**src/rtl/retry_rr_arbiter_if.sv**
```systemverilog
`default_nettype none
// +----------------------------------------------------------------------------+
// | retry_rr_arbiter_if : requester/downstream bundle of the retry RR arbiter  |
// | Rev 1.0                                                                    |
// +----------------------------------------------------------------------------+
interface retry_rr_arbiter_if #(
   parameter type DATA_T  = logic,
   parameter int  NUM_REQ = 4,
   parameter int  ID_SIZE = 3
);
   localparam int IDX_W = $clog2(NUM_REQ);

   DATA_T              data_i [NUM_REQ];
   logic [NUM_REQ-1:0] valid_i;
   logic [NUM_REQ-1:0] ready_o;
   DATA_T              data_o;
   logic [IDX_W-1:0]   req_idx_o;
   logic               valid_o;
   logic               ready_i;
   logic               lock_i;
   logic               done_i;
   logic [ID_SIZE-1:0] inflight_o;
   logic               err_o;

   modport slave (
      input  data_i, valid_i, ready_i, lock_i, done_i,
      output ready_o, data_o, req_idx_o, valid_o, inflight_o, err_o
   );

   modport master (
      output data_i, valid_i, ready_i, lock_i, done_i,
      input  ready_o, data_o, req_idx_o, valid_o, inflight_o, err_o
   );
endinterface
`default_nettype wire

```
**src/rtl/retry_rr_arbiter.sv**
```systemverilog
`default_nettype none
// +----------------------------------------------------------------------------+
// | retry_rr_arbiter : zero-latency round-robin arbiter feeding a retry pair,  |
// | with optional ID-space credit limit (macro RETRY_ARB_CREDIT_EN).           |
// | Rev 1.0                                                                    |
// +----------------------------------------------------------------------------+
module retry_rr_arbiter #(
   parameter type DATA_T  = logic,
   parameter int  NUM_REQ = 4,
   parameter int  ID_SIZE = 3
) (
   input wire                clk_i,
   input wire                rst_ni,
   retry_rr_arbiter_if.slave bus
);
   localparam int               IDX_W        = $clog2(NUM_REQ);
   localparam int               MAX_INFLIGHT = 2 ** (ID_SIZE - 1);
   localparam logic [IDX_W-1:0] C_LAST_IDX   = IDX_W'(NUM_REQ - 1);

   typedef enum logic [0:0] {
      S_IDLE = 1'b0,
      S_HOLD = 1'b1
   } state_t;

   state_t             r_state;
   state_t             w_state_nxt;
   logic [IDX_W-1:0]   r_ptr;
   logic [IDX_W-1:0]   w_ptr_nxt;
   logic [IDX_W-1:0]   r_gnt;
   logic [IDX_W-1:0]   w_gnt_nxt;
   logic [IDX_W-1:0]   w_pick;
   logic               w_any;
   logic [IDX_W-1:0]   w_gnt;
   logic               w_valid;
   logic               w_xfer;
   logic               w_credit_ok;
   logic [NUM_REQ-1:0] w_ready;

   // Highest offset first so the lowest offset from the pointer wins.
   always_comb begin
      w_any  = 1'b0;
      w_pick = '0;
      for (int off = NUM_REQ - 1; off >= 0; off--) begin
         if (bus.valid_i[(int'(r_ptr) + off) % NUM_REQ]) begin
            w_any  = 1'b1;
            w_pick = IDX_W'((int'(r_ptr) + off) % NUM_REQ);
         end
      end
   end

   always_comb begin
      w_state_nxt = r_state;
      w_gnt_nxt   = r_gnt;
      w_ptr_nxt   = r_ptr;
      w_valid     = 1'b0;
      w_gnt       = '0;
      case (r_state)
         S_HOLD: begin
            // A requester that withdraws silently releases its hold.
            w_gnt   = r_gnt;
            w_valid = bus.valid_i[r_gnt];
            if (!w_valid) begin
               w_state_nxt = S_IDLE;
            end
         end
         default: begin
            if (!bus.lock_i && w_credit_ok && w_any) begin
               w_valid = 1'b1;
               w_gnt   = w_pick;
            end
         end
      endcase
      w_xfer = w_valid & bus.ready_i;
      if (w_xfer) begin
         w_state_nxt = S_IDLE;
         w_ptr_nxt   = (w_gnt == C_LAST_IDX) ? '0 : w_gnt + 1'b1;
      end else if (w_valid) begin
         w_state_nxt = S_HOLD;
         w_gnt_nxt   = w_gnt;
      end
   end

   always_ff @(posedge clk_i or negedge rst_ni) begin
      if (!rst_ni) begin
         r_state <= S_IDLE;
         r_gnt   <= '0;
         r_ptr   <= '0;
      end else begin
         r_state <= w_state_nxt;
         r_gnt   <= w_gnt_nxt;
         r_ptr   <= w_ptr_nxt;
      end
   end

   always_comb begin
      w_ready = '0;
      if (w_valid) begin
         w_ready[w_gnt] = bus.ready_i;
      end
   end

   assign bus.ready_o   = w_ready;
   assign bus.valid_o   = w_valid;
   assign bus.req_idx_o = w_valid ? w_gnt : '0;
   assign bus.data_o    = bus.data_i[w_gnt];

`ifdef RETRY_ARB_CREDIT_EN
   logic [ID_SIZE-1:0] r_cnt;
   logic               r_err;

   // A hold never exists at full count, so the limit only gates fresh grants.
   assign w_credit_ok = (r_cnt < ID_SIZE'(MAX_INFLIGHT));

   always_ff @(posedge clk_i or negedge rst_ni) begin
      if (!rst_ni) begin
         r_cnt <= '0;
         r_err <= 1'b0;
      end else begin
         case ({w_xfer, bus.done_i})
            2'b10: r_cnt <= r_cnt + 1'b1;
            2'b01: begin
               if (r_cnt == '0) begin
                  r_err <= 1'b1;
               end else begin
                  r_cnt <= r_cnt - 1'b1;
               end
            end
            default: r_cnt <= r_cnt;
         endcase
      end
   end

   assign bus.inflight_o = r_cnt;
   assign bus.err_o      = r_err;
`else
   wire w_unused_done = bus.done_i;

   assign w_credit_ok    = 1'b1;
   assign bus.inflight_o = '0;
   assign bus.err_o      = 1'b0;
`endif

endmodule
`default_nettype wire

```
**src/flat_wrapper.sv**
```systemverilog
// flat-port wrapper written by rule: the top's interface ports become plain ports
module retry_rr_arbiter_flat 
#(
   parameter type DATA_T  = logic,
   parameter int  NUM_REQ = 4,
   parameter int  ID_SIZE = 3
)
  (clk_i, rst_ni, bus_data_i, bus_valid_i, bus_ready_i, bus_lock_i, bus_done_i, bus_ready_o, bus_data_o, bus_req_idx_o, bus_valid_o, bus_inflight_o, bus_err_o);
  retry_rr_arbiter_if #(.DATA_T(DATA_T), .NUM_REQ(NUM_REQ), .ID_SIZE(ID_SIZE)) bus_i ();
  input wire clk_i;
  input wire rst_ni;
  input wire logic [$bits(bus_i.data_i)-1:0] bus_data_i;
  input wire logic [$bits(bus_i.valid_i)-1:0] bus_valid_i;
  input wire logic [$bits(bus_i.ready_i)-1:0] bus_ready_i;
  input wire logic [$bits(bus_i.lock_i)-1:0] bus_lock_i;
  input wire logic [$bits(bus_i.done_i)-1:0] bus_done_i;
  output wire logic [$bits(bus_i.ready_o)-1:0] bus_ready_o;
  output wire logic [$bits(bus_i.data_o)-1:0] bus_data_o;
  output wire logic [$bits(bus_i.req_idx_o)-1:0] bus_req_idx_o;
  output wire logic [$bits(bus_i.valid_o)-1:0] bus_valid_o;
  output wire logic [$bits(bus_i.inflight_o)-1:0] bus_inflight_o;
  output wire logic [$bits(bus_i.err_o)-1:0] bus_err_o;
  assign bus_i.data_i = {>>{bus_data_i}};
  assign bus_i.valid_i = bus_valid_i;
  assign bus_i.ready_i = bus_ready_i;
  assign bus_i.lock_i = bus_lock_i;
  assign bus_i.done_i = bus_done_i;
  assign bus_ready_o = bus_i.ready_o;
  assign bus_data_o = bus_i.data_o;
  assign bus_req_idx_o = bus_i.req_idx_o;
  assign bus_valid_o = bus_i.valid_o;
  assign bus_inflight_o = bus_i.inflight_o;
  assign bus_err_o = bus_i.err_o;
  retry_rr_arbiter #(.DATA_T(DATA_T), .NUM_REQ(NUM_REQ), .ID_SIZE(ID_SIZE)) u_core (.clk_i(clk_i), .rst_ni(rst_ni), .bus(bus_i));
endmodule
```
**config.mk**
```make
export PLATFORM = sky130hd
export DESIGN_NAME = retry_rr_arbiter_flat
export DESIGN_NICKNAME = d
export VERILOG_FILES = /design/src/rtl/retry_rr_arbiter_if.sv /design/src/rtl/retry_rr_arbiter.sv /design/src/flat_wrapper.sv
export SDC_FILE = /design/constraint.sdc
export NUM_CORES = 1
export LEC_CHECK = 0
export ABC_CLOCK_PERIOD_IN_PS = 5400
export CORE_AREA = 2 2 39 41
export DETAILED_ROUTE_END_ITERATION = 8
export DIE_AREA = 0 0 41 43
export GPL_TIMING_DRIVEN = 1
export PLACE_DENSITY = 0.73
export SLEW_MARGIN = 10
export SYNTH_ARGS = -nofsm -noshare
export SYNTH_HDL_FRONTEND = slang
export SYNTH_SLANG_ARGS = --single-unit
```
**constraint.sdc**
```tcl
create_clock -name clk_i -period 5.4 [get_ports clk_i]
set_input_delay 1.08 -clock clk_i [delete_from_list [all_inputs] [get_ports clk_i]]
set_output_delay 1.08 -clock clk_i [all_outputs]
set_load 0.02 [all_outputs]
```
* Word level (Yosys, flattened, before mapping)
Index checks and enable logic that the tools add are counted.
** Cells by class
- Add/sub/neg operators :: 4
- $lt $le $gt $ge :: 8
- Equality and inequality tests :: 1
- Multiplexer cells :: 37
- Bitwise gates (word level) :: 7
- Reduce and logical (&&, ||, !) cells :: 7
** Operators by type and width (number)
- 2-to-1 mux 1 bit :: 21
- 2-to-1 mux 2 bit :: 8
- binary-select mux 1 bit (select 2 bit) :: 6
- less-than comparator 3 x 4 -> 1 bit (second input constant) :: 3
- less-than comparator 2 x 3 -> 1 bit (second input constant) :: 3
- OR reduction 2 bit :: 3
- adder 2 x 1 -> 2 bit (second input constant) :: 2
- adder 2 bit (second input constant) :: 2
- AND 4 bit :: 1
- 2-to-1 mux 4 bit :: 1
- AND 1 bit (first input constant) :: 3
- >= comparator 3 bit (second input constant) :: 1
- inverter 2 -> 3 bit :: 1
- demux 1 bit (select 2 bit) :: 1
- == test 2 bit (second input constant) :: 1
- >= comparator 2 x 1 -> 1 bit (second input constant) :: 1
- logical AND 1 bit :: 2
- AND reduction 2 bit :: 1
- AND 1 bit :: 1
- zero test 1 bit :: 1
- inverter 1 bit :: 1
** Storage, ports and cells
- Bits in registers :: 5
- Input port bits :: 13
- Word-level logic and storage cells :: 67

* Logic depth before layout (Yosys ltp)
Gate-level depths: netlist of the first run.
- Depth in word-level cells :: 19
- Gate-level depth with buffers :: 7
- Depth with buffers taken out :: 7

* Worst setup path after synthesis of the first run
Ideal clock, no wire load.
- Path kind :: input port to output port
- Start point :: input port bus_lock_i
- End point :: output port bus_data_o
- Data arrival time :: 2313 ps
- Path slack :: 2007 ps
- Stages :: 4
- Cell sequence :: a311o_1 -> o31ai_4 -> mux2i_1 -> mux2i_1
** Between the ends
- Longest elaborated chain between the ends :: 8
** Ends and longest elaborated chain
- from (decl) :: line flat_wrapper.sv:15 : input wire logic [$bits(bus_i.lock_i)-1:0] bus_lock_i;
- zero test 1 bit :: line retry_rr_arbiter.sv:67 : if (!bus.lock_i && w_credit_ok && w_any) begin
- logical AND 1 bit :: line retry_rr_arbiter.sv:67
- 2-to-1 mux 2 bit :: line retry_rr_arbiter.sv:67
- 2-to-1 mux 2 bit :: line retry_rr_arbiter.sv:57 : case (r_state)
- named net u_core.w_gnt[0] :: line retry_rr_arbiter.sv:33 : logic [IDX_W-1:0] w_gnt;
- inverter 2 -> 3 bit (not written as such) :: line retry_rr_arbiter.sv:105 : assign bus.data_o = bus.data_i[w_gnt];
- binary-select mux 1 bit (select 2 bit) :: line retry_rr_arbiter.sv:105
- 2-to-1 mux 1 bit (not written as such) (2 in series) :: line retry_rr_arbiter.sv:105
- to (decl) :: line flat_wrapper.sv:18 : output wire logic [$bits(bus_i.data_o)-1:0] bus_data_o;
The timed path passes the listed nets, and every way through them passes these cells. The select of a mux whose other input is x is not followed.

* Worst setup path in the final report of the first run
- Start point :: input port bus_valid_i[2]
- End point :: output port bus_ready_o[3]
** Between the ends
- Longest elaborated chain between the ends :: 16
- Elaborated cells between the ends (all ways) :: 33
- Classes of those cells :: 2 x order compare; 28 x mux; 1 x bitwise; 2 x reduce/logical
** Ends and longest elaborated chain
- from (decl) :: line flat_wrapper.sv:13 : input wire logic [$bits(bus_i.valid_i)-1:0] bus_valid_i;
- binary-select mux 1 bit (select 2 bit) :: line retry_rr_arbiter.sv:44 : if (bus.valid_i[(int'(r_ptr) + off) % NUM_REQ]) begin
- 2-to-1 mux 1 bit (not written as such) (2 in series) :: line retry_rr_arbiter.sv:44
- 2-to-1 mux 1 bit (4 in series) :: line retry_rr_arbiter.sv:44
- logical AND 1 bit :: line retry_rr_arbiter.sv:67
- 2-to-1 mux 2 bit (*) :: line retry_rr_arbiter.sv:67
- 2-to-1 mux 2 bit (*) :: line retry_rr_arbiter.sv:57
- named net u_core.w_gnt[0] :: line retry_rr_arbiter.sv:33
- less-than comparator 2 x 3 -> 1 bit (not written as such) or >= comparator 2 x 1 -> 1 bit (tied branches) :: line retry_rr_arbiter.sv:98 : w_ready[w_gnt] = bus.ready_i;
- logical AND 1 bit (not written as such) :: line retry_rr_arbiter.sv:98
- 2-to-1 mux 1 bit (not written as such) :: line retry_rr_arbiter.sv:98
- demux 1 bit (select 2 bit) (*)
- AND 4 bit (no line) (*)
- 2-to-1 mux 4 bit (*) :: line retry_rr_arbiter.sv:97 : if (w_valid) begin
- to (decl) :: line flat_wrapper.sv:17 : output wire logic [$bits(bus_i.ready_o)-1:0] bus_ready_o;
Mark *: on every way through the listed nets, which the timed path passes. The rest lies on a longest branch. The select of a mux whose other input is x is not followed.

==> results of run 1 <==
## stage by stage
step	hold WS (ps)	cells	util [%]	total power, mW	cell area [um2]
5_1_grt	567	92	51.0	0.248	706
2_1_floorplan	463	57	-	0.144	499
3_5_place_dp	528	88	49.1	0.184	679
6_report	525	92	51.0	0.226	706
4_1_cts	538	92	51.0	0.230	706
3_3_place_gp	484	88	49.1	0.181	679
## tightest hold or removal path, delay by kind of cell (launching register included)
family / cells / cell delay, ps
flip-flops: 1 / 360
AO/OA/AOI/OAI: 1 / 70
AND/OR/NAND/NOR: 1 / 60
## cells by family (layout without fill, tap and decap cells)
kind of cell,count (synthesis),in the layout,share of synthesized area (%)
AOI/OAI and AO/OA,10,10,16.2
adders and majority gates,4,4,10.3
buffers and inverters,9,28,10.0
DFF,5,5,25.6
muxes,6,6,15.4
other,1,4,0.768
and+or+nand+nor,19,19,21.8
## synthesized netlist by cell type, types with 2 or more instances
master / number
dfrtp_1: 5
and3_1: 4
buf_4: 4
ha_1: 4
nor2_1: 4
inv_1: 3
mux2i_1: 3
nand2_1: 3
o21ai_1: 3
inv_2: 2
mux2_1: 2
nor3_1: 2
## layer usage
metal | vias to the layer above | routed length (um)
met3 | 2 | 70
met4 | 0 | 9
met5 | - | 0
met1 | 225 | 496
li1 | 226 | -
met2 | 17 | 537
## flip-flops by register name, summed over array words and instances (netlist names)
signal and count:
u_core.r_gnt 2, u_core.r_ptr 2, u_core.r_state 1
## layout make-up
cell class              count  area (um2)  share of cell area (%)
flip-flops and latches      5         125                    17.7
repair buffers             19         190                    27.0
well taps                  16        20.0                    2.84
clock buffers               4        26.3                    3.72
multi-input cells          43         325                    46.1
inverters                   5        18.8                    2.66
## power groups by stage
stage	logic, mW	registers [mW]	clock network, mW
2_1_floorplan	0.0820	0.0618	0
3_3_place_gp	0.115	0.0656	0
3_5_place_dp	0.117	0.0668	0
4_1_cts	0.118	0.0662	0.0456
5_1_grt	0.130	0.0684	0.0497
6_report	0.116	0.0659	0.0439
## worst min path at each step
stage	endpoint	slack [ps]	cells past startpoint	from
4_1_cts	u_core.r_ptr[0]	540	2	u_core.r_ptr[0]
3_5_place_dp	u_core.r_ptr[0]	530	2	u_core.r_ptr[0]
6_report	u_core.r_ptr[0]	520	2	u_core.r_ptr[0]
2_1_floorplan	u_core.r_ptr[0]	460	2	u_core.r_ptr[0]
3_3_place_gp	u_core.r_ptr[0]	480	2	u_core.r_ptr[0]
5_1_grt	u_core.r_ptr[0]	570	2	u_core.r_ptr[0]
==> results.py, run 1 <==
metrics = {
    "worst_setup_path": {
        "reg2reg_slack_ps": 3550,
        "cp.required_ps": 4320,
        "crit_family": "buffers and inverters",
        "path_common_cell": "clkdlybuf4s50_1",
        "cp.depth": 6,
        "crit_start": "bus_valid_i[2]",
        "startpoint_type": "primary input",
        "critPathMaxStageDelay_ps": 600,
        "crit_type": "in -> out",
        "worst_r2r_endpoint": "u_core.r_ptr[0]",
        "critPathArrivalTime_ps": 3400,
        "path_cells": "clkdlybuf4s50_1, a311o_1, o31ai_4, ha_1, and3_1, clkdlybuf4s50_1",
        "crit_path_top_delay_cell": "clkdlybuf4s50_1",
        "critPathCapture": "bus_ready_o[3]",
        "critPathCaptureType": "output port",
        "cp_max_fo": 7,
        "timing.rr.start": "u_core.r_ptr[0]",
        "path_buf_inv": 2,
        "r2r_cells": 7,
    },
    "grt": {
        "overflow": 0,
        "grtUsageMet1_pct": 20.6,
        "first_global_vias": 447,
        "grt_first_pass_wirelength_um": 1880,
        "antenna_found_initial": 0,
        "grtUsageMet2_pct": 23.1,
        "met3_usage_pct": 6.81,
        "grt_max_degree": 8,
        "grt.total_usage_pct": 16.3,
        "busiest_layer": "met2",
    },
    "detailed_routing": {
        "viasPerCell": 5.11,
        "route.detailed.drc": 0,
        "vias": 470,
        "drt_iter0_drc": 7,
        "wl_per_cell_um": 12.1,
        "first_pass_iters": 6,
        "routed_wl_um": 1110,
        "ant_nets": 0,
    },
    "final_layout": {
        "antennaDiodeCount": 0,
        "area_growth_pct": 44.6,
        "layout_common_cells": "clkdlybuf4s50_1 (19), dfrtp_1 (5)",
        "nets": 94,
        "final_common_cell": "clkdlybuf4s50_1",
        "fillerInstances": 139,
        "drive_above_1_share_pct": 13.2,
    },
    "placed_design": {
        "pre_cts_slack_ps": 922,
        "hpwlAfterDp_um": 859,
        "port_buffers": 19,
        "place_congestion": 0.741,
    },
    "synth": {
        "async_flop_share_pct": 100,
        "synth_edf_count": 0,
        "synthTopCellsByArea": "dfrtp_1 (26%), ha_1 (10%), mux2i_1 (6.2%)",
        "synthCells": 54,
        "synth_top_area_share_pct": 25.6,
        "ys_ff_latch": 5,
        "syn-cell-area_um2": 488,
        "ys.flop_type": "dfrtp_1",
        "ys_types": 27,
        "synth_seq_area_share_pct": 25.6,
        "synth_warnings": 0,
        "yosysTopAreaCell": "dfrtp_1",
        "synth_area_per_cell_um2": 9.04,
    },
    "cts": {
        "cts_setup_buffers": 0,
        "clockBufferDepth": 2,
        "tritoncts": "built",
        "holdBufCountCts": 0,
        "root_buffer": "clkbuf_4",
        "cts_buffers": 3,
        "clkLatencyLatePin_ps": 240,
        "htreeDepth": 1,
        "clk_pin_slew_ps": 50,
        "cts.sinks": 5,
        "cts_resized": 0,
    },
    "floorplan": {
        "die_area_mm2": 0.00176,
        "die_height_um": 43,
        "io_pins": 25,
        "initial_core_util_pct": 35.3,
        "core_area_mm2": 0.00138,
        "die_w_um": 41,
        "rows": 14,
    },
    "timing": {
        "fmax_mhz": 223,
        "slew_violations": 0,
        "finalWorstSetupSlack_ps": 923,
        "clock_skew_ps": 4.71,
        "period_share_pct": 82.9,
        "rsz0062_at_grt": "false",
        "finalHoldViolCount": 0,
        "setup_tns_ps": 0,
        "setup_viol": 0,
        "finalWorstPathRequiredPeriod_ps": 4480,
    },
    "power_and_ir_drop": {
        "pwr-share-comb_pct": 51.4,
        "p_int_mw": 0.136,
        "ir_worst_vdd_mv": 0.201,
        "p_seq_share_pct": 29.2,
        "p_switching_mw": 0.0903,
        "clkPwrFrac_pct": 19.4,
        "pwr_density_cell_mw_per_mm2": 320,
        "swShare_pct": 39.9,
        "p_leak_nw": 0.325,
    },
    "worst_hold_path": {
        "hp-class": "reg -> reg",
    },
    "run_status": {
        "outcome": "completed",
    },
    "flow_run": {
        "cap_violations": 0,
    },
}
Note: power is estimated with default switching activity, not from simulation.
==> run 2, diff against run 1 <==
- ABC_CLOCK_PERIOD_IN_PS: 5400 -> 3800
- CORE_AREA: 2 2 39 41 -> not set
- CORE_UTILIZATION: not set -> 34
- DIE_AREA: 0 0 41 43 -> not set
- PLACE_DENSITY: 0.73 -> 0.71
- clock period: 5.4 -> 3.8 ns (I/O delays scaled with it)
==> run 2 against run 1 <==
Clock skew fell by 3.2 ps. Wire length fell by 1.3%. Cell count rose by 4.3%. Critical path type unchanged. Worst hold slack got worse by 8.6 ps. Design area rose by 6.9%. Critical endpoint is now bus_ready_o[2]. Die area fell by 9.8%.
==> results.py, run 2 (synthesis gave the netlist of run 1 again) <==
metrics = {
    "cts": {
        "clk_pin_slew_ps": 40,
        "cts_resized": 0,
        "clkLatencyLatePin_ps": 240,
        "cts.sinks": 5,
        "cts_setup_buffers": 0,
        "tritoncts": "built",
        "cts_buffers": 3,
        "htreeDepth": 1,
        "clockBufferDepth": 2,
        "holdBufCountCts": 0,
        "root_buffer": "clkbuf_4",
    },
    "worst_setup_path": {
        "worst_r2r_endpoint": "u_core.r_ptr[0]",
        "path_common_cell": "clkdlybuf4s50_1",
        "critPathMaxStageDelay_ps": 540,
        "timing.rr.start": "u_core.r_ptr[0]",
        "path_cells": "clkdlybuf4s50_1, buf_4, mux4_2, and2_4, nor2_4, inv_2, and3_1, clkdlybuf4s50_1",
        "cp_max_fo": 5,
        "startpoint_type": "primary input",
        "reg2reg_slack_ps": 2000,
        "cp.required_ps": 3040,
        "r2r_cells": 8,
        "critPathArrivalTime_ps": 2890,
        "crit_type": "in -> out",
        "critPathCaptureType": "output port",
        "crit_path_top_delay_cell": "clkdlybuf4s50_1",
    },
    "floorplan": {
        "die_w_um": 39.9,
        "rows": 13,
        "die_height_um": 39.9,
        "die_area_mm2": 0.00159,
        "initial_core_util_pct": 37.0,
        "core_area_mm2": 0.00132,
        "io_pins": 25,
    },
    "detailed_routing": {
        "routed_wl_um": 1100,
        "drt_iter0_drc": 6,
        "wl_per_cell_um": 11.5,
        "first_pass_iters": 4,
        "ant_nets": 0,
        "viasPerCell": 4.92,
        "route.detailed.drc": 0,
        "vias": 472,
    },
    "final_layout": {
        "reg_top3": "u_core.r_gnt x2, u_core.r_ptr x2, u_core.r_state x1",
        "final_common_cell": "clkdlybuf4s50_1",
        "area_growth_pct": 54.6,
        "antennaDiodeCount": 0,
        "stdcell_area_um2": 754,
        "drive_above_1_share_pct": 18.5,
        "layout_common_cells": "clkdlybuf4s50_1 (19), dfrtp_1 (5)",
        "nets": 99,
    },
    "grt": {
        "antenna_found_initial": 0,
        "grt_first_pass_wirelength_um": 1590,
        "overflow": 0,
        "grt_max_degree": 8,
        "first_global_vias": 384,
        "grt.total_usage_pct": 16.1,
    },
    "worst_hold_path": {
        "hold_end": "u_core.r_ptr[0]",
        "hold_start": "u_core.r_ptr[0]",
        "min_path_cells": 2,
        "hp-class": "reg -> reg",
    },
    "timing": {
        "rsz0062_at_grt": "false",
        "slew_violations": 0,
        "fmax_mhz": 274,
        "clock_skew_ps": 1.50,
        "setup_viol": 0,
        "finalWorstPathRequiredPeriod_ps": 3650,
        "period_share_pct": 96.0,
        "finalHoldViolCount": 0,
        "setup_tns_ps": 0,
    },
    "power_and_ir_drop": {
        "pwr_density_cell_mw_per_mm2": 450,
        "p_leak_nw": 0.353,
        "ir_worst_vdd_mv": 0.319,
    },
    "placed_design": {
        "place_congestion": 0.764,
        "hpwlAfterDp_um": 907,
        "postPlaceCellArea_um2": 728,
        "port_buffers": 19,
    },
    "flow_run": {
        "cap_violations": 0,
    },
    "run_status": {
        "outcome": "completed",
    },
}
run 2: cell types whose count changed in the layout (fill, tap and decap cells not counted):
cell,delta
buf_4,+4
buf_12,+1
run 2: final cells by class:
class	instances	area [um2]
fillers	120	563
multi-input cells	43	325
repair buffers	24	240
flip-flops and latches	5	125
clock buffers	4	26.3
inverters	5	18.8
well taps	15	18.8
run 2: worst max path at each step:
stage | from | end | slack (ps)
floorplan | bus_lock_i | bus_data_o | 1050
global placement | bus_lock_i | bus_ready_o[3] | 150
detailed placement | bus_valid_i[2] | bus_ready_o[2] | 150
CTS | bus_valid_i[2] | bus_ready_o[2] | 140
global route | bus_lock_i | bus_ready_o[0] | 50
finish | bus_valid_i[2] | bus_ready_o[2] | 150
run 2: layer usage:
layer	vias to the layer above	share of wire, %	global-route usage, %
met5	-	0	0
met4	0	2.6	12.9
met3	4	7.0	3.41
met2	21	46	22.6
met1	207	45	20.6
li1	240	-	-
run 2: report_power, final:
| part | switching, mW | internal (mW) | total, mW |
|---|---|---|---|
| registers | 0.0220 | 0.0726 | 0.0946 |
| clock network | 0.0209 | 0.0396 | 0.0606 |
| logic | 0.0881 | 0.0964 | 0.185 |
run 2: critical path: cells and delay by family:
| family | cells | cell delay [ps] |
|---|---|---|
| multiplexers | 1 | 440 |
| AND/OR/NAND/NOR | 3 | 500 |
| buffers and inverters | 4 | 1190 |
run 2: metrics by stage:
step	utilization, %	instances	hold WS [ps]	setup slack, ps	total power [mW]
finish	57.3	96	516	150	0.340
global route	57.3	96	555	51.4	0.368
CTS	57.3	96	518	142	0.343
detailed placement	55.3	92	509	148	0.281
global placement	55.3	92	482	146	0.276
floorplan	-	57	463	1050	0.204
==> run 3, diff against run 2 <==
- CORE_MARGIN: not set -> 2
==> run 3 against run 2 <==
Wire length up 2.3%. Count of clock-buffer cells in the layout unchanged. Maximum frequency down 0.32%. First-iteration DRC count down 33%. Worst setup slack worse by 12 ps. Combinational power down 3%. Sequential share of layout area up 0.11 points. Critical endpoint is now bus_data_o. Total power down 1.8%. Worst hold slack worse by 4.8 ps. Die area up 10%. Highest routed layer unchanged. Largest cell class unchanged. Flip-flop and latch count unchanged.
==> results.py, run 3 (synthesis gave the netlist of run 1 again) <==
metrics = {
    "run_status": {
        "outcome": "completed",
    },
    "detailed_routing": {
        "drt_iter0_drc": 4,
        "route.detailed.drc": 0,
        "viasPerCell": 4.95,
        "routed_wl_um": 1130,
        "first_pass_iters": 2,
        "wl_per_cell_um": 11.6,
        "vias": 480,
        "ant_nets": 0,
    },
    "cts": {
        "cts.sinks": 5,
        "cts_setup_buffers": 0,
        "root_buffer": "clkbuf_4",
        "cts_resized": 0,
        "cts_buffers": 3,
        "htreeDepth": 1,
        "clkLatencyLatePin_ps": 240,
        "holdBufCountCts": 0,
        "clk_pin_slew_ps": 40,
        "clockBufferDepth": 2,
        "tritoncts": "built",
    },
    "power_and_ir_drop": {
        "pwr_density_cell_mw_per_mm2": 445,
        "p_leak_nw": 0.355,
        "ir_worst_vdd_mv": 0.291,
    },
    "worst_setup_path": {
        "critPathCaptureType": "output port",
        "startpoint_type": "primary input",
        "crit_type": "in -> out",
        "critPathArrivalTime_ps": 2900,
        "cp_max_fo": 6,
        "cp.required_ps": 3040,
    },
    "floorplan": {
        "die_area_mm2": 0.00175,
        "die_w_um": 41.9,
        "die_height_um": 41.9,
        "rows": 13,
        "core_area_mm2": 0.00132,
        "io_pins": 25,
        "initial_core_util_pct": 37.0,
    },
    "grt": {
        "grt.total_usage_pct": 14.7,
        "antenna_found_initial": 0,
        "grt_max_degree": 7,
        "grt_first_pass_wirelength_um": 1970,
        "overflow": 0,
        "first_global_vias": 453,
    },
    "final_layout": {
        "final_common_cell": "clkdlybuf4s50_1",
        "area_growth_pct": 53.6,
        "drive_above_1_share_pct": 19.5,
        "antennaDiodeCount": 0,
        "stdcell_area_um2": 749,
        "layout_common_cells": "clkdlybuf4s50_1 (19), buf_4 (6), dfrtp_1 (5)",
        "nets": 100,
        "reg_top3": "u_core.r_gnt x2, u_core.r_ptr x2, u_core.r_state x1",
        "fillerInstances": 123,
    },
    "timing": {
        "finalWorstPathRequiredPeriod_ps": 3660,
        "setup_viol": 0,
        "finalWorstSetupSlack_ps": 139,
        "rsz0062_at_grt": "false",
        "period_share_pct": 96.4,
        "fmax_mhz": 273,
        "finalHoldViolCount": 0,
        "clock_skew_ps": 2.69,
        "whs_ps": 511,
        "slew_violations": 0,
        "setup_tns_ps": 0,
    },
    "worst_hold_path": {
        "hp-class": "reg -> reg",
    },
    "placed_design": {
        "postPlaceCellArea_um2": 723,
        "place_congestion": 0.793,
        "pre_cts_slack_ps": 73.1,
        "port_buffers": 19,
        "hpwlAfterDp_um": 964,
    },
    "flow_run": {
        "cap_violations": 0,
    },
}
[run 3: changes by cell type in the layout (fill, tap and decap cells not counted)]
| cell | previous run | this run |
|---|---|---|
| buf_12 | 1 | 0 |
| buf_4 | 4 | 6 |
[run 3: stage by stage]
stage          util, %  instances  power [mW]
6_report          56.9         97       0.333
2_1_floorplan        -         57       0.204
3_3_place_gp      54.9         93       0.273
3_5_place_dp      54.9         93       0.276
4_1_cts           56.9         97       0.337
5_1_grt           56.9         97       0.359
[run 3: report_power, final]
group / leakage (nW) / switching [mW] / internal, mW
combinational: 0.276 / 0.0875 / 0.0929
sequential: 0.0641 / 0.0210 / 0.0726
clock: 0.0150 / 0.0199 / 0.0396
[run 3: final timing paths]
path                                 start         endpoint  slack, ps  cells past startpoint
setup / recovery            bus_valid_i[3]       bus_data_o        140                      7
hold / removal             u_core.r_ptr[0]  u_core.r_ptr[0]        510                      2
setup reg to reg           u_core.r_ptr[0]  u_core.r_ptr[0]       2030                      6
hold reg to reg            u_core.r_ptr[0]  u_core.r_ptr[0]        510                      2
max in group asynchronous           rst_ni  u_core.r_gnt[0]       2870                      1
min in group asynchronous           rst_ni  u_core.r_ptr[0]        740                      1
[run 3: area by class of cell]
cell class / count / area [um2] / area share, %
tap: 15 / 18.8 / 2.50
clock buffer: 4 / 26.3 / 3.51
timing repair buffer: 25 / 235 / 31.4
inverter: 5 / 18.8 / 2.50
multi-input combinational: 43 / 325 / 43.4
sequential: 5 / 125 / 16.7
[run 3: per-layer routing]
layer  part of all wire [%]  wire (um)  track usage (%)
met1                     43        483             18.0
met2                     50        562             23.1
met3                    6.1         69             5.65
met4                   0.89         10             5.81
met5                      0          0                0
[run 3: worst max-delay path, cell delays in order]
cell and delay (ps):
clkdlybuf4s50_1 560, a211oi_1 150, o31ai_4 390, buf_4 190, mux2i_1 210, mux2i_1 90
clkdlybuf4s50_1 540
